### src/rtl/dsdac_pkg.sv
// Shared definitions for the delta-sigma DAC: controller states and default sample width.
package dsdac_pkg;

    localparam int WIDTH_DEFAULT = 16;

    typedef enum logic [1:0] {
        IDLE = 2'd0,
        RAMP = 2'd1,
        RUN  = 2'd2
    } state_t;

endpackage

### src/rtl/dsdac_mod.sv
// First-order delta-sigma modulator: accumulate the level on each tick, emit the carry as the bit.
module dsdac_mod
    import dsdac_pkg::*;
#(
    parameter int WIDTH = WIDTH_DEFAULT
) (
    input  logic             clk,
    input  logic             rst,
    input  logic             i_tick,
    input  logic [WIDTH-1:0] i_level,
    output logic             o_pdm
);

    logic [WIDTH-1:0] r_acc;
    logic             r_pdm;
    logic [WIDTH:0]   w_sum;

    // Accumulator overflow is the output bit, so the wrap of r_acc is intended.
    assign w_sum = {1'b0, r_acc} + {1'b0, i_level};

    // NOTE: state registers use non-blocking assignments so every flop samples pre-edge values.
    always_ff @(posedge clk) begin
        if (rst) begin
            r_acc <= '0;
            r_pdm <= 1'b0;
        end else if (i_tick) begin
            r_acc <= w_sum[WIDTH-1:0];
            r_pdm <= w_sum[WIDTH];
        end
    end

    assign o_pdm = r_pdm;

endmodule

### src/rtl/dsdac.sv
// Delta-sigma DAC top: tick/frame timing, one-entry sample buffer, soft-start ramp and run control.
module dsdac
    import dsdac_pkg::*;
#(
    parameter int WIDTH     = WIDTH_DEFAULT,
    parameter int RAMP_STEP = 16
) (
    input  logic             clk,
    input  logic             rst,
    input  logic [4:0]       divider,
    input  logic [9:0]       osr,
    input  logic [WIDTH-1:0] sample_in,
    input  logic             sample_valid,
    output logic             sample_ready,
    output logic             pdmout,
    output logic             underrun,
    output logic             running
);

    localparam logic [WIDTH-1:0] HALF     = {1'b1, {(WIDTH-1){1'b0}}};
    localparam logic [WIDTH:0]   STEP_EXT = (WIDTH+1)'(RAMP_STEP);

    state_t           r_state;
    state_t           w_state_next;
    logic [4:0]       r_divctr;
    logic [9:0]       r_framectr;
    logic [WIDTH-1:0] r_active;
    logic [WIDTH-1:0] r_buf;
    logic             r_buf_full;
    logic             r_underrun;

    logic             w_tick;
    logic             w_boundary;
    logic             w_accept;
    logic             w_load;
    logic             w_starve;
    logic [WIDTH:0]   w_ramp_sum;
    logic [WIDTH-1:0] w_ramp_next;

    assign w_tick     = (r_divctr >= divider);
    // Compared with >= so a live shrink of osr cannot strand the counter above it.
    assign w_boundary = w_tick && (r_framectr >= osr);
    assign w_accept   = sample_valid && sample_ready;
    assign w_load     = (r_state == RUN) && w_boundary && r_buf_full;
    assign w_starve   = (r_state == RUN) && w_boundary && !r_buf_full;

    assign w_ramp_sum  = {1'b0, r_active} + STEP_EXT;
    assign w_ramp_next = (w_ramp_sum >= {1'b0, HALF}) ? HALF : w_ramp_sum[WIDTH-1:0];

    always_ff @(posedge clk) begin
        if (rst) begin
            r_state <= IDLE;
        end else begin
            r_state <= w_state_next;
        end
    end

    always_comb begin
        w_state_next = r_state;
        case (r_state)
            IDLE:    w_state_next = RAMP;
            RAMP:    if (r_active >= HALF) w_state_next = RUN;
            RUN:     w_state_next = RUN;
            default: w_state_next = IDLE;
        endcase
    end

    always_ff @(posedge clk) begin
        if (rst) begin
            r_divctr   <= '0;
            r_framectr <= '0;
        end else begin
            r_divctr <= w_tick ? 5'd0 : r_divctr + 5'd1;
            if (w_tick) begin
                r_framectr <= w_boundary ? 10'd0 : r_framectr + 10'd1;
            end
        end
    end

    // A boundary sees the buffer state from before this cycle's accept, so the two never collide.
    always_ff @(posedge clk) begin
        if (rst) begin
            r_buf_full <= 1'b0;
        end else if (w_accept) begin
            r_buf_full <= 1'b1;
        end else if (w_load) begin
            r_buf_full <= 1'b0;
        end
    end

    // NOTE: buffer data has no reset; r_buf_full alone says whether it holds a sample.
    always_ff @(posedge clk) begin
        if (w_accept) begin
            r_buf <= sample_in;
        end
    end

    always_ff @(posedge clk) begin
        if (rst) begin
            r_active   <= '0;
            r_underrun <= 1'b0;
        end else begin
            r_underrun <= w_starve;
            if ((r_state == RAMP) && w_tick) begin
                r_active <= w_ramp_next;
            end else if (w_load) begin
                r_active <= r_buf;
            end
        end
    end

    dsdac_mod #(
        .WIDTH (WIDTH)
    ) u_mod (
        .clk     (clk),
        .rst     (rst),
        .i_tick  (w_tick),
        .i_level (r_active),
        .o_pdm   (pdmout)
    );

    assign sample_ready = (r_state != IDLE) && !r_buf_full;
    assign underrun     = r_underrun;
    assign running      = (r_state == RUN);

endmodule

### config.mk
export PLATFORM = sky130hd
export DESIGN_NAME = dsdac
export DESIGN_NICKNAME = d
export VERILOG_FILES = /design/src/rtl/dsdac_pkg.sv /design/src/rtl/dsdac_mod.sv /design/src/rtl/dsdac.sv
export SDC_FILE = /design/constraint.sdc
export NUM_CORES = 1
export LEC_CHECK = 0
export CORE_MARGIN = 3
export CORE_UTILIZATION = 45
export DETAILED_ROUTE_END_ITERATION = 10
export HOLD_SLACK_MARGIN = 0.05
export PLACE_DENSITY_LB_ADDON = 0.12
export SETUP_SLACK_MARGIN = 0.15
export SYNTH_ARGS = -nofsm -noshare
export SYNTH_HDL_FRONTEND = slang
export SYNTH_HIERARCHICAL = 1
export SYNTH_SLANG_ARGS = --single-unit
### constraint.sdc
create_clock -name clk -period 4.1 [get_ports clk]
set_input_delay 0.615 -clock clk [delete_from_list [all_inputs] [get_ports clk]]
set_output_delay 0.615 -clock clk [all_outputs]
set_load 0.02 [all_outputs]
* Word-level counts from Yosys, hierarchy flattened
Index checks and enable logic that the tools add are counted.
Operators by class: add/sub/neg operators 4, divide/modulo/power cells 0, $lt $le $gt $ge 4, shift operators 0, bitwise logic cells 0, multiplexer cells 8, multipliers 0, eq/ne operators 3, reductions and logical operators 13
Operators with widths (count):
- two-way mux 16 bit | 3
- adder 16 x 16 -> 17 bit | 1
- adder 16 x 5 -> 17 bit, second input constant | 1
- >= comparator 17 x 16 -> 1 bit, second input constant | 1
- >= comparator 16 bit, second input constant | 1
- adder 10 x 1 -> 10 bit, second input constant | 1
- >= comparator 10 bit | 1
- two-way mux 10 bit | 1
- logical AND 1 bit | 7
- one-hot mux 2 bit (3 select lines) | 1
- nonzero test 2 bit | 3
- adder 5 x 1 -> 5 bit, second input constant | 1
- >= comparator 5 bit | 1
- equality test 2 x 1 -> 1 bit, second input constant | 1
- equality test 2 bit, second input constant | 1
- logical NOT 2 bit | 1
- two-way mux 1 bit | 2
- two-way mux 2 bit | 1
- inequality test 2 bit, second input constant | 1
- OR reduction 2 bit | 1
- logical NOT 1 bit | 1
Storage, ports and cells: register bits after elaboration 68, bits in latches 0, ROM bits 0, output and inout port bits 4, RAM bits 0, logic and storage cells 41, memories 0

* Logic depth before layout (Yosys ltp)
Gate-level depths: netlist of run 1.
depth after elaboration 6, depth in mapped cells 11

* Modules after synthesis
The synthesis of run 1 kept the hierarchy.
By module, submodules not included:
- dsdac | cells an instance 279, area an instance 2672.6 sq um, seq. area each 1181.1 sq um, times used 1
- dsdac_mod | cells an instance 157, area an instance 1311.3 sq um, seq. area each 340.3 sq um, times used 1

* Least setup slack after synthesis of run 1
Ideal clock, no wire load.
kind input to register, start point input port divider[2], end point register u_mod.r_acc[0], stages on the path 11, path slack 1401 ps, buffers on the path 3, library setup time 128 ps, arrival time 2572 ps, cells stage by stage inv_1 ha_1 a21o_1 a31oi_1 o21a_1 buf_2 inv_1 clkbuf_1 buf_1 mux2i_1 nor2_1
On the way: longest elaborated chain between the ends 1
RTL lines:
- from (decl) | line dsdac.sv:10 | input logic [4:0] divider,
- >= comparator 5 bit | line dsdac.sv:40 | assign w_tick = (r_divctr >= divider);
- named net w_tick | line dsdac.sv:32 | logic w_tick;
- to (signal assigned) | line dsdac_mod.sv:27 | r_acc <= w_sum[WIDTH-1:0];
- to (decl) | line dsdac_mod.sv:14 | logic [WIDTH-1:0] r_acc;
The timed path passes the listed nets, and every way through them passes these cells. A chain may end at the register's enable or synchronous reset.

* Worst setup path in the final report of run 1
start point input port divider[2], end point register u_mod.r_pdm, in the netlist u_mod/o_pdm
On the way: longest elaborated chain between the ends 1
RTL lines:
- >= comparator 5 bit | line dsdac.sv:40
- to (signal assigned) | line dsdac_mod.sv:28 | r_pdm <= w_sum[WIDTH];
- to (decl) | line dsdac_mod.sv:15 | logic r_pdm;
No other way between the ends.

==> reports/metrics.yaml, run 1 <==
crit_type: "input pin to register"
r2r_setup_slack_ns: 1.59
syn_nets: 509
avgSynthCellArea_um2: 9.14
gp_congestion: 0.812
critPathCaptureType: "register"
rsz0062_at_grt: "no"
fin_crit_ns: 2.90
synthesis.instances: 436
n_antenna_cell: 0
io_pins: 38
start_kind: "input pin"
num_vias: 3151
final_common_cell: "dfxtp_1"
syn_area_um2: 3980
wl_mm: 8.25
synth_top_area_frac: 0.261
clock.fmax_mhz: 344
grt_usage: 0.181
cpMaxStageDelayCell: "clkdlybuf4s50_1"
final_max_slew_viol_count: 0
mostFrequentLayoutCells: "dfxtp_1 (52), nor2_1 (46), ha_1 (38)"
crit_family: "buffers and inverters"
grt-ovfl-total: 0
place_ws_ns: 0.864
postCtsSetupBuffers: 0
area_growth_pct: 16.8
postCtsResizedCells: 0
rows: 33
worst_pin_slew_ns: 0.731
crit_fanout: 19
cts_root_buf: "clkbuf_8"
grt_pass1_vias: 3061
maxSlewHeadroom: 0.513
finalHoldViolations: 0
htreeDepth: 3
drt-vias-per-instance: 5.41
drc: 0
hold_buffers: 0
cp.buffers_inverters: 4
cts.sinks: 68
drtIter0Drc: 144
ys.flop_type: "dfxtp_1"
cp.arrival_ns: 3.18
worst_path_most_repeated_cell: "inv_1"
power.density_nw_per_um2: 394
critPathMaxStageDelay_ns: 0.46
io_buffers: 37
hold_path_class: "register to register"
dieArea_um2: 10000
clock_latency_ns: 0.35
drv_cap: 0
synth_area_leaders: "dfxtp_1 (26%), edfxtp_1 (12%), ha_1 (12%), nor2_1 (4.3%), a21oi_1 (3.9%)"
nets: 545
die_h_um: 100
grt_pass1_wl_mm: 14.6
fin_setup_tns_ns: 0
firstDrtPassIters: 5
n_fill_cell: 795
cts_made_buffers: 9
synth.distinct_cells: 57
skew_ns: 0.00860
drive_gt1_frac: 0.0629
p_leak_nw: 1.89
clockBufferDepth: 2
post-route-period-util: 0.708
ys_warn_count: 6
post-synth-top-area-cell: "dfxtp_1"
final_util: 0.552
worst-endpoint-required_ns: 4.37
grt_max_degree: 39
async_reset_ff_frac: 0
die_w_um: 100
initial_core_util: 0.473
avgRoutedWirePerCell_um: 14.2
finalPower_mw: 1.83
yosys_register_bits: 68
clk_pin_slew_ns: 0.08
antenna_found_initial: 0
cts_tree: "built"
setup-violations-final: 0
fin_ws_ns: 1.20
dp.final_hpwl_mm: 6.00
outcome: "finished, final reports clean"
final_antenna_net_count: 0
peakVddDrop_mv: 0.361
path_cells: "clkdlybuf4s50_1, inv_1, ha_1, a21o_1, a31oi_1, o21a_1, inv_1, buf_4, nand3b_1, a21oi_1, nor3_1"
core-area_um2: 8420
ys_seq_area_frac: 0.382
synth-edff-count: 16
==> Yosys cell counts (2+ instances only) <==
cell and n:
ha_1 38, mux2i_1 8, a22o_1 4, o22ai_1 8
inv_1 33, clkbuf_8 5, o32ai_1 2, o21bai_1 3
xnor2_1 12, a32o_1 3, nand3b_1 2, xor2_1 16
o21ai_0 22, a31oi_1 2, a21o_1 6, nand4_1 7
a21oi_1 31, and4_1 4, nor2b_1 7, a21o_2 2
or3_1 5, nand3_1 12, nand2b_1 6, o21a_1 4
nor2_1 46, nand2_1 27, clkbuf_1 6, edfxtp_1 16
nor3b_1 2, o211ai_1 2, dfxtp_1 52, a211oi_1 7
nor3_1 12
==> layout make-up <==
type	count	area (µm²)	share of cell area
Tap cell	105	131	0.0282
Inverter	33	124	0.0266
Sequential cell	68	1520	0.327
Clock buffer	10	128	0.0274
Timing Repair Buffer	40	393	0.0844
Multi-Input combinational cell	320	2220	0.477
Clock inverter	6	136	0.0293
==> registers in the layout, indices dropped and copies added, names as in the netlist <==
signal and count:
r_state 2, u_mod/r_acc 16, r_divctr 5, r_buf_full 1, u_mod/o_pdm 1, r_buf 16, r_framectr 10, r_active 16
underrun 1
==> kinds of logic after synthesis <==
family / synth area share
AOI/OAI and AO/OA: 0.173
adders and majority gates: 0.124
DFF: 0.382
and+or+nand+nor: 0.174
muxes: 0.0239
buffers and inverters: 0.0609
xor gates and xnor gates: 0.0616
==> stage by stage <==
stage	instance area [µm²]	hold WS (ns)	std cells
finish	4650	0.470	582
global route	4650	0.503	582
floorplan	3980	0.429	436
global placement	4390	0.449	566
detailed placement	4390	0.462	566
CTS	4650	0.477	582
==> routing by layer <==
metal,routed length (µm),GRT usage,up-vias,part of all wire
li1,-,-,1627,-
met1,4180,0.256,1451,0.51
met2,3590,0.273,61,0.44
met3,327,0.0320,12,0.040
met4,153,0.0777,0,0.019
met5,0,0,-,0
==> final timing paths <==
| kind | from | to | cells past startpoint |
|---|---|---|---|
| worst min-delay path | r_buf[1] | r_active[1] | 1 |
| worst max register to register | r_divctr[0] | u_mod/o_pdm | 10 |
| worst max-delay path | divider[2] | u_mod/o_pdm | 11 |
| worst min register to register | r_buf[1] | r_active[1] | 1 |
==> power by group <==
| part | total, mW | switching [mW] | internal [mW] | leakage, nW |
|---|---|---|---|---|
| Sequential | 0.782 | 0.0311 | 0.751 | 0.568 |
| Combinational | 0.324 | 0.183 | 0.141 | 1.19 |
| Clock | 0.725 | 0.258 | 0.467 | 0.127 |
==> worst register-to-register path, cell delays in order, from the launching register on <==
cell      delay, ns
dfxtp_1        0.39
inv_1          0.06
ha_1           0.25
nand2b_1       0.14
a31oi_1        0.18
o21a_1         0.41
inv_1          0.38
buf_4          0.33
nand3b_1       0.11
a21oi_1        0.04
nor3_1         0.17
Power figures use the tool's default switching activity.
==> run 2: changes to the inputs <==
clock period = 2.7 ns   (was 4.1 ns; I/O delays follow)
==> reports/metrics.yaml, run 2 (same netlist as run 1, synthesis figures left out) <==
drv_cap: 0
htreeDepth: 3
dieArea_um2: 10000
n_antenna_cell: 0
final_common_cell: "dfxtp_1"
grt_usage: 0.177
clock_latency_ns: 0.35
worst_r2r_endpoint: "u_mod/r_acc[14]"
io_pins: 38
nets: 554
cts.sinks: 68
final_util: 0.556
hp-start: "u_mod/r_acc[14]"
dp.final_hpwl_mm: 6.17
whs_ns: 0.469
initial_core_util: 0.473
critPathCaptureType: "register"
p_leak_nw: 1.92
grt_max_degree: 24
setup-violations-final: 0
clock.fmax_mhz: 436
reg.largest.list: "r_active: 16 flops, r_buf: 16 flops, u_mod/r_acc: 16 flops"
worst_pin_slew_ns: 0.507
crit_fanout: 3
r2r_setup_slack_ns: 0.41
postCtsResizedCells: 0
outcome: "finished, final reports clean"
post_dp_cell_area_um2: 4460
fin_crit_ns: 2.29
gp_congestion: 0.862
fin_ws_ns: 0.405
n_fill_cell: 799
final_antenna_net_count: 0
design_area_um2: 4680
place_ws_ns: 0.0633
cp.arrival_ns: 2.52
grt-ovfl-total: 0
finalPower_mw: 2.65
crit_type: "register to register"
start_kind: "register"
skew_ns: 0.0109
whs_path_depth: 2
r2r_cells: 9
hold_buffers: 0
grt_pass1_wl_mm: 14.2
drive_gt1_frac: 0.0823
worst-endpoint-required_ns: 2.92
drtIter0Drc: 152
num_vias: 3192
area_growth_pct: 17.5
power.density_nw_per_um2: 566
cts_tree: "built"
place_inst: 575
avgRoutedWirePerCell_um: 14.1
peakVddDrop_mv: 0.425
wl_mm: 8.33
drc: 0
core-area_um2: 8420
hold_path_class: "register to register"
antenna_found_initial: 0
firstDrtPassIters: 5
grt_pass1_vias: 3015
finalHoldViolations: 0
final_max_slew_viol_count: 0
rows: 33
post-route-period-util: 0.850
clockBufferDepth: 2
maxSlewHeadroom: 0.662
layout.cells.non_filler: 591
postCtsSetupBuffers: 0
mostFrequentLayoutCells: "dfxtp_1 (52), nor2_1 (46), ha_1 (38)"
drt-vias-per-instance: 5.40
cts_root_buf: "clkbuf_8"
die_w_um: 100
r2r-start: "r_active[0]"
clk_pin_slew_ns: 0.08
die_h_um: 100
fin_setup_tns_ns: 0
hold_path_end: "u_mod/r_acc[14]"
io_buffers: 37
rsz0062_at_grt: "no"
cts_made_buffers: 9
## run 2: worst max path at each step
stage                           start         endpoint  slack (ns)
after detailed placement   divider[2]    r_framectr[3]        0.06
after global routing      r_active[0]  u_mod/r_acc[14]        0.18
after global placement         osr[2]      r_active[4]        0.14
after CTS                 r_active[0]  u_mod/r_acc[14]        0.39
after floorplan            divider[2]   u_mod/r_acc[0]        0.21
final                     r_active[0]  u_mod/r_acc[14]        0.41
## run 2: layer usage
layer,vias to the layer above,wire length [µm],share of wire,track usage
li1,1648,-,-,-
met1,1467,4110,0.49,0.251
met2,69,3700,0.44,0.268
met3,8,413,0.050,0.0334
met4,0,114,0.014,0.0674
met5,-,0,0,0
## run 2: report_power, final
group	switching [mW]	leakage, nW	internal, mW
clock	0.422	0.110	0.526
combinational	0.279	1.24	0.234
sequential	0.0483	0.568	1.14
total	0.750	1.92	1.90
## run 2: layout make-up
| class | count | area [µm²] | area share |
|---|---|---|---|
| clock inverter | 7 | 98.8 | 0.0211 |
| inverter | 33 | 124 | 0.0265 |
| multi-input combinational | 320 | 2220 | 0.474 |
| clock buffer | 9 | 124 | 0.0265 |
| timing repair buffer | 49 | 460 | 0.0984 |
| sequential | 68 | 1520 | 0.325 |
| tap | 105 | 131 | 0.0281 |
## run 2: critical path, cell delays in order (launching register included)
cell and delay [ns]:
dfxtp_1 0.33, ha_1 0.22, fa_1 0.44, a211oi_1 0.32, o21ai_0 0.16, a31oi_1 0.24, buf_4 0.16, o21bai_1 0.08
xnor2_1 0.14, o21ai_0 0.09
==> patch 1 (flow settings as in run 2) <==
Change the package constant `WIDTH_DEFAULT` from 16 to 32.
--- a/src/rtl/dsdac_pkg.sv
+++ b/src/rtl/dsdac_pkg.sv
@@ -1,7 +1,7 @@
 // Shared definitions for the delta-sigma DAC: controller states and default sample width.
 package dsdac_pkg;
 
-    localparam int WIDTH_DEFAULT = 16;
+    localparam int WIDTH_DEFAULT = 32;
 
     typedef enum logic [1:0] {
         IDLE = 2'd0,
Ports: changed (resized sample_in); port bits go from 38 to 54. The function was not compared with the original's and may differ.
==> patch 1 against run 2 <==
Setup slack got worse by 0.24 ns; fmax decreased by 9.5%; via count increased by 110%; design area increased by 93%; synthesized area increased by 85%; wire length increased by 130%; sequential power increased by 71%; sequential cell count increased by 48; critical path depth decreased by 1; power increased by 100%.
==> patch 1: results (changes against run 2) <==
| Metric | Value |
|---|---|
| Outcome | finished, final reports clean |
| TritonCTS buffer count | 17 (+8) |
| LEAKAGE | 3.47 nW (+81%) |
| Dpl ws | -0.207 ns (-0.270 ns) |
| Post-placement cell area | 8360 µm² (+87%) |
| Vias per cell | 5.81 (+7.6%) |
| Peak supply drop | 0.474 mV (+12%) |
| Hold path cells | 2 (unchanged) |
| Biggest regs | r_active x32, r_buf x32, u_mod/r_acc x32 |
| Met1 WL | 9.08 mm (+120%) |
| GRT Overall Usage | 21.5% (+3.7 points) |
| Routability cong. | 0.883 (+2.4%) |
| Reg2Reg Depth | 8 (-1) |
| Root buffer cell | clkbuf_16 |
| Met2 WL | 8.93 mm (+140%) |
| Synthesized instance count | 831 (+91%) |
| Worst hold-check path type | input pin to register |
| Post-synth EDFFs | 32 (+16) |
| Largest net degree at the start of global routing | 47 (+96%) |
| Register area share after synthesis | 35.8% (-2.3 points) |
| Yosys cell types | 84 (+47%) |
| Clk Latency, worst-skew pair | 0.41 ns (+0.06 ns) |
| DP Cell Count | 1,100 (+91%) |
| Post-DP HPWL | 14.2 mm (+130%) |
| Synth top area share | 22.8% (-3.3 points) |
| First-pass GRT wire length | 31.3 mm (+120%) |
| Final net count | 1,012 (+83%) |
| Worst-Margin Slew | 0.779 ns (+0.272 ns) |
| Post-synth ARST share | 0% (unchanged) |
| Clock skew | 0.00877 ns (-0.00215 ns) |
| Met3 Wirelength | 994 µm (+140%) |
| Layout filler cell count | 1,412 (+77%) |
| Via count | 6,599 (+110%) |
| Vias in the first global route | 6,369 (+110%) |
| Iteration-0 DRC Markers | 595 (+290%) |
| Clk slew on worst S/H paths | 0.06 ns (-0.02 ns) |
| Total Wirelength | 19.2 mm (+130%) |
| Share of layout cells above drive strength 1 | 13.8% (+5.6 points) |
| Synth area leaders | dfxtp_1 23%, edfxtp_1 13%, ha_1 9.2% |
| H-tree depth | 4 (+1) |
| Sw frac | 27.6% (-0.67 points) |
| I/O Buffers | 53 (+43%) |
| Worst EP arrival | 2.84 ns (+0.32 ns) |
| Synth top cells by count | 84 x dfxtp_1, 56 x nor2_1, 55 x nand2_1 |
| Syn Nets | 936 (+84%) |
| Crit path max fanout | 5 (+2) |
-- patch 1: logic make-up (layout without fill, tap and decap cells) --
logic type	after synthesis	in the layout	synth area share [%]
buf+inv	97	186	5.77
flops	116	116	35.8
simple gates	286	286	20.9
xor+xnor	28	28	3.33
fa+ha+maj	55	55	9.44
mux	19	19	2.58
compound gates	230	230	22.2
-- patch 1: final cells by class --
| type | instances | share of cell area (%) |
|---|---|---|
| Multi-Input combinational cell | 618 | 48.5 |
| Sequential cell | 116 | 29.3 |
| Timing Repair Buffer | 101 | 10.5 |
| Clock buffer | 21 | 5.21 |
| Tap cell | 216 | 2.99 |
| Inverter | 53 | 2.20 |
| Clock inverter | 11 | 1.19 |
-- patch 1: critical path, stage by stage (launching register included) --
cell and delay [ns]:
dfxtp_1 0.43, ha_1 0.32, nand2_1 0.18, o21ai_1 0.14, a221o_1 0.40, a21oi_2 0.23, o21ai_1 0.12, or3_1 0.35
a32o_1 0.26
-- patch 1: repair_timing --
| item | CTS | global route |
|---|---|---|
| hold endpoints to repair | 0 | 0 |
| resized for setup | 2 | 20 |
| pin swaps | 2 | 10 |
| buffers inserted | 1 | 3 |
| setup endpoints to repair | 3 | 19 |
-- patch 1: stage by stage --
step,utilization (%),TNS [ns]
floorplan,-,0
global placement,52.4,-1.09
detailed placement,52.4,-3.44
CTS,56.1,0
global route,56.7,0
finish,56.7,0
-- patch 1: metal layers --
| layer | GRT usage, % | vias up |
|---|---|---|
| met3 | 4.28 | 23 |
| met5 | 0 | - |
| met2 | 34.5 | 184 |
| met4 | 6.06 | 0 |
| li1 | - | 3268 |
| met1 | 29.5 | 3124 |
-- patch 1: worst paths after layout --
path	start	to	slack, ns
setup reg to reg	r_active[18]	u_mod/r_acc[28]	0.16
hold reg to reg	u_mod/r_acc[24]	u_mod/r_acc[24]	0.47
hold / removal	rst	u_mod/o_pdm	0.39
setup / recovery	r_active[18]	u_mod/r_acc[28]	0.16
-- patch 1: power groups by stage --
| stage | logic, mW | clock network (mW) | registers [mW] |
|---|---|---|---|
| 6_report | 1.06 | 2.20 | 2.04 |
| 5_1_grt | 1.16 | 2.32 | 2.05 |
| 4_1_cts | 1.06 | 2.24 | 2.04 |
| 3_5_place_dp | 1.06 | 0 | 2.07 |
| 3_3_place_gp | 1.03 | 0 | 2.07 |
| 2_1_floorplan | 0.631 | 0 | 2.05 |
==> patch 2 (config.mk and constraints of run 2) <==
Made on the original files. Encoding of `state_t`: now one-hot (3 bits for 3 states).
--- a/src/rtl/dsdac_pkg.sv
+++ b/src/rtl/dsdac_pkg.sv
@@ -3,10 +3,10 @@
 
     localparam int WIDTH_DEFAULT = 16;
 
-    typedef enum logic [1:0] {
-        IDLE = 2'd0,
-        RAMP = 2'd1,
-        RUN  = 2'd2
+    typedef enum logic [2:0] {
+        IDLE = 3'b001,
+        RAMP = 3'b010,
+        RUN  = 3'b100
     } state_t;
 
 endpackage
Formal check against the unedited RTL: same outputs for any inputs over 10 cycles, from zero or initial values and one cycle with rst high; not proved beyond that.
==> patch 2 against run 2 <==
Wire length increased by 1.4%; sequential cell count rose by 1; utilization is 1.5 points higher; global-route usage grew 0.18 points; worst hold slack worse by 0.0060 ns; synthesized cell count shrank 1.6%; die area grew 1.7%; clock skew up 0.00054 ns; design area grew 3.3%; setup slack worse by 0.084 ns; synthesized area is 1.8% higher; largest cell class unchanged.
Power is not compared: it rests on default switching activity, and its combinational part moved more than twofold at a synthesized area within 25%.
==> patch 2: results (changes against run 2) <==
| Metric | Value |
|---|---|
| Outcome | finished, final reports clean |
| Iteration-0 DRC Markers | 103 (-32%) |
| Register area share after synthesis | 38.0% (-0.17 points) |
| First-pass GRT wire length | 14.8 mm (+3.9%) |
| Largest net degree at the start of global routing | 47 (+96%) |
| Met3 Wirelength | 336 µm (-19%) |
| Vias per cell | 5.51 (+2.0%) |
| Syn Nets | 499 (-2.0%) |
| Crit Path Class | register to register |
| Reg2reg setup slack | 0.32 ns (-0.08 ns) |
| LEAKAGE | 1.98 nW |
| Clock skew | 0.0115 ns (+0.000544 ns) |
| Max Root-Sink Buffers | 2 (unchanged) |
| Crit-path slowest cell | fa_1 |
| Routability cong. | 0.830 (-3.6%) |
| Yosys cell types | 62 (+8.8%) |
| Critical R2R Capture | u_mod/o_pdm |
| Average routed wire per standard cell | 14.5 µm (+2.8%) |
| Met1 WL | 4.03 mm (-1.8%) |
| GRT Overall Usage | 17.9% (+0.18 points) |
| Post-DP HPWL | 6.20 mm (+0.46%) |
| Synth top cells by count | 53 x dfxtp_1, 35 x ha_1, 34 x a21oi_1 |
| Reg2Reg Depth | 8 (-1) |
| Final net count | 543 (-2.0%) |
| Synth area leaders | dfxtp_1 26%, edfxtp_1 12%, ha_1 11% |
| Vias in the first global route | 3,246 (+7.7%) |
| First-pass DRT Iterations | 4 (-1) |
| Worst r2r src | r_active[0] |
| Worst slew margin | 50.5% (-16 points) |
| End of the critical path | u_mod/o_pdm |
| CP top delay family | compound AO/OA/AOI/OAI gates |
| Met2 WL | 3.94 mm (+6.4%) |
[patch 2: logic make-up (layout without fill, tap and decap cells)]
| logic type | count (synthesis) | after routing | share of synthesized area [%] |
|---|---|---|---|
| buf+inv | 40 | 89 | 4.01 |
| flops | 69 | 69 | 38.0 |
| xor+xnor | 31 | 31 | 6.70 |
| fa+ha+maj | 36 | 36 | 11.3 |
| mux | 15 | 15 | 4.01 |
| simple gates | 130 | 130 | 17.1 |
| compound gates | 108 | 108 | 18.9 |
[patch 2: how the worst min path moves through the flow]
| stage | start | end | slack (ns) | cells after the start |
|---|---|---|---|---|
| 5_1_grt | u_mod/r_acc[7] | u_mod/r_acc[7] | 0.50 | 2 |
| 2_1_floorplan | u_mod/r_acc[12] | u_mod/r_acc[12] | 0.43 | 2 |
| 4_1_cts | u_mod/r_acc[12] | u_mod/r_acc[12] | 0.47 | 2 |
| 3_5_place_dp | u_mod/r_acc[12] | u_mod/r_acc[12] | 0.45 | 2 |
| 3_3_place_gp | u_mod/r_acc[12] | u_mod/r_acc[12] | 0.44 | 2 |
| 6_report | u_mod/r_acc[12] | u_mod/r_acc[12] | 0.46 | 2 |
[patch 2: routing by layer]
| layer | global-route usage, % | vias to the layer above |
|---|---|---|
| met5 | 0 | - |
| met4 | 6.34 | 0 |
| met3 | 4.50 | 14 |
| met2 | 29.7 | 66 |
| met1 | 22.6 | 1482 |
| li1 | - | 1649 |
[patch 2: stage by stage]
stage          util, %  hold slack (ns)  setup TNS (ns)  std cells  worst slack (ns)
3_5_place_dp      54.4            0.454          -0.316        567           -0.0582
2_1_floorplan        -            0.429               0        429             0.268
3_3_place_gp      54.4            0.440               0        567            0.0510
5_1_grt           57.1            0.501               0        583             0.151
6_report          57.1            0.463               0        583             0.321
4_1_cts           57.0            0.467               0        583             0.234
[patch 2: power by group through the flow]
stage	Clock, mW	Combinational [mW]	Sequential [mW]
after global placement	0	0.229	1.15
after detailed placement	0	0.233	1.15
after floorplan	0	0.125	1.14
after global routing	1.01	0.261	1.13
after CTS	0.969	0.235	1.12
final	0.938	0.231	1.12
[patch 2: layout make-up]
type,instances,area (µm²)
sequential,69,1540
multi-input combinational,320,2360
fill,781,3630
tap,105,131
clock inverter,7,97.6
inverter,26,97.6
clock buffer,9,124
timing repair buffer,47,483
[patch 2: worst reg2reg max path, cell delays in order (launching register included)]
cell and delay [ns]:
dfxtp_1 0.32, ha_1 0.22, fa_1 0.44, a211oi_1 0.33, o21ai_0 0.17, a31oi_2 0.32
a21oi_1 0.16, a21oi_1 0.22, nor3_1 0.08
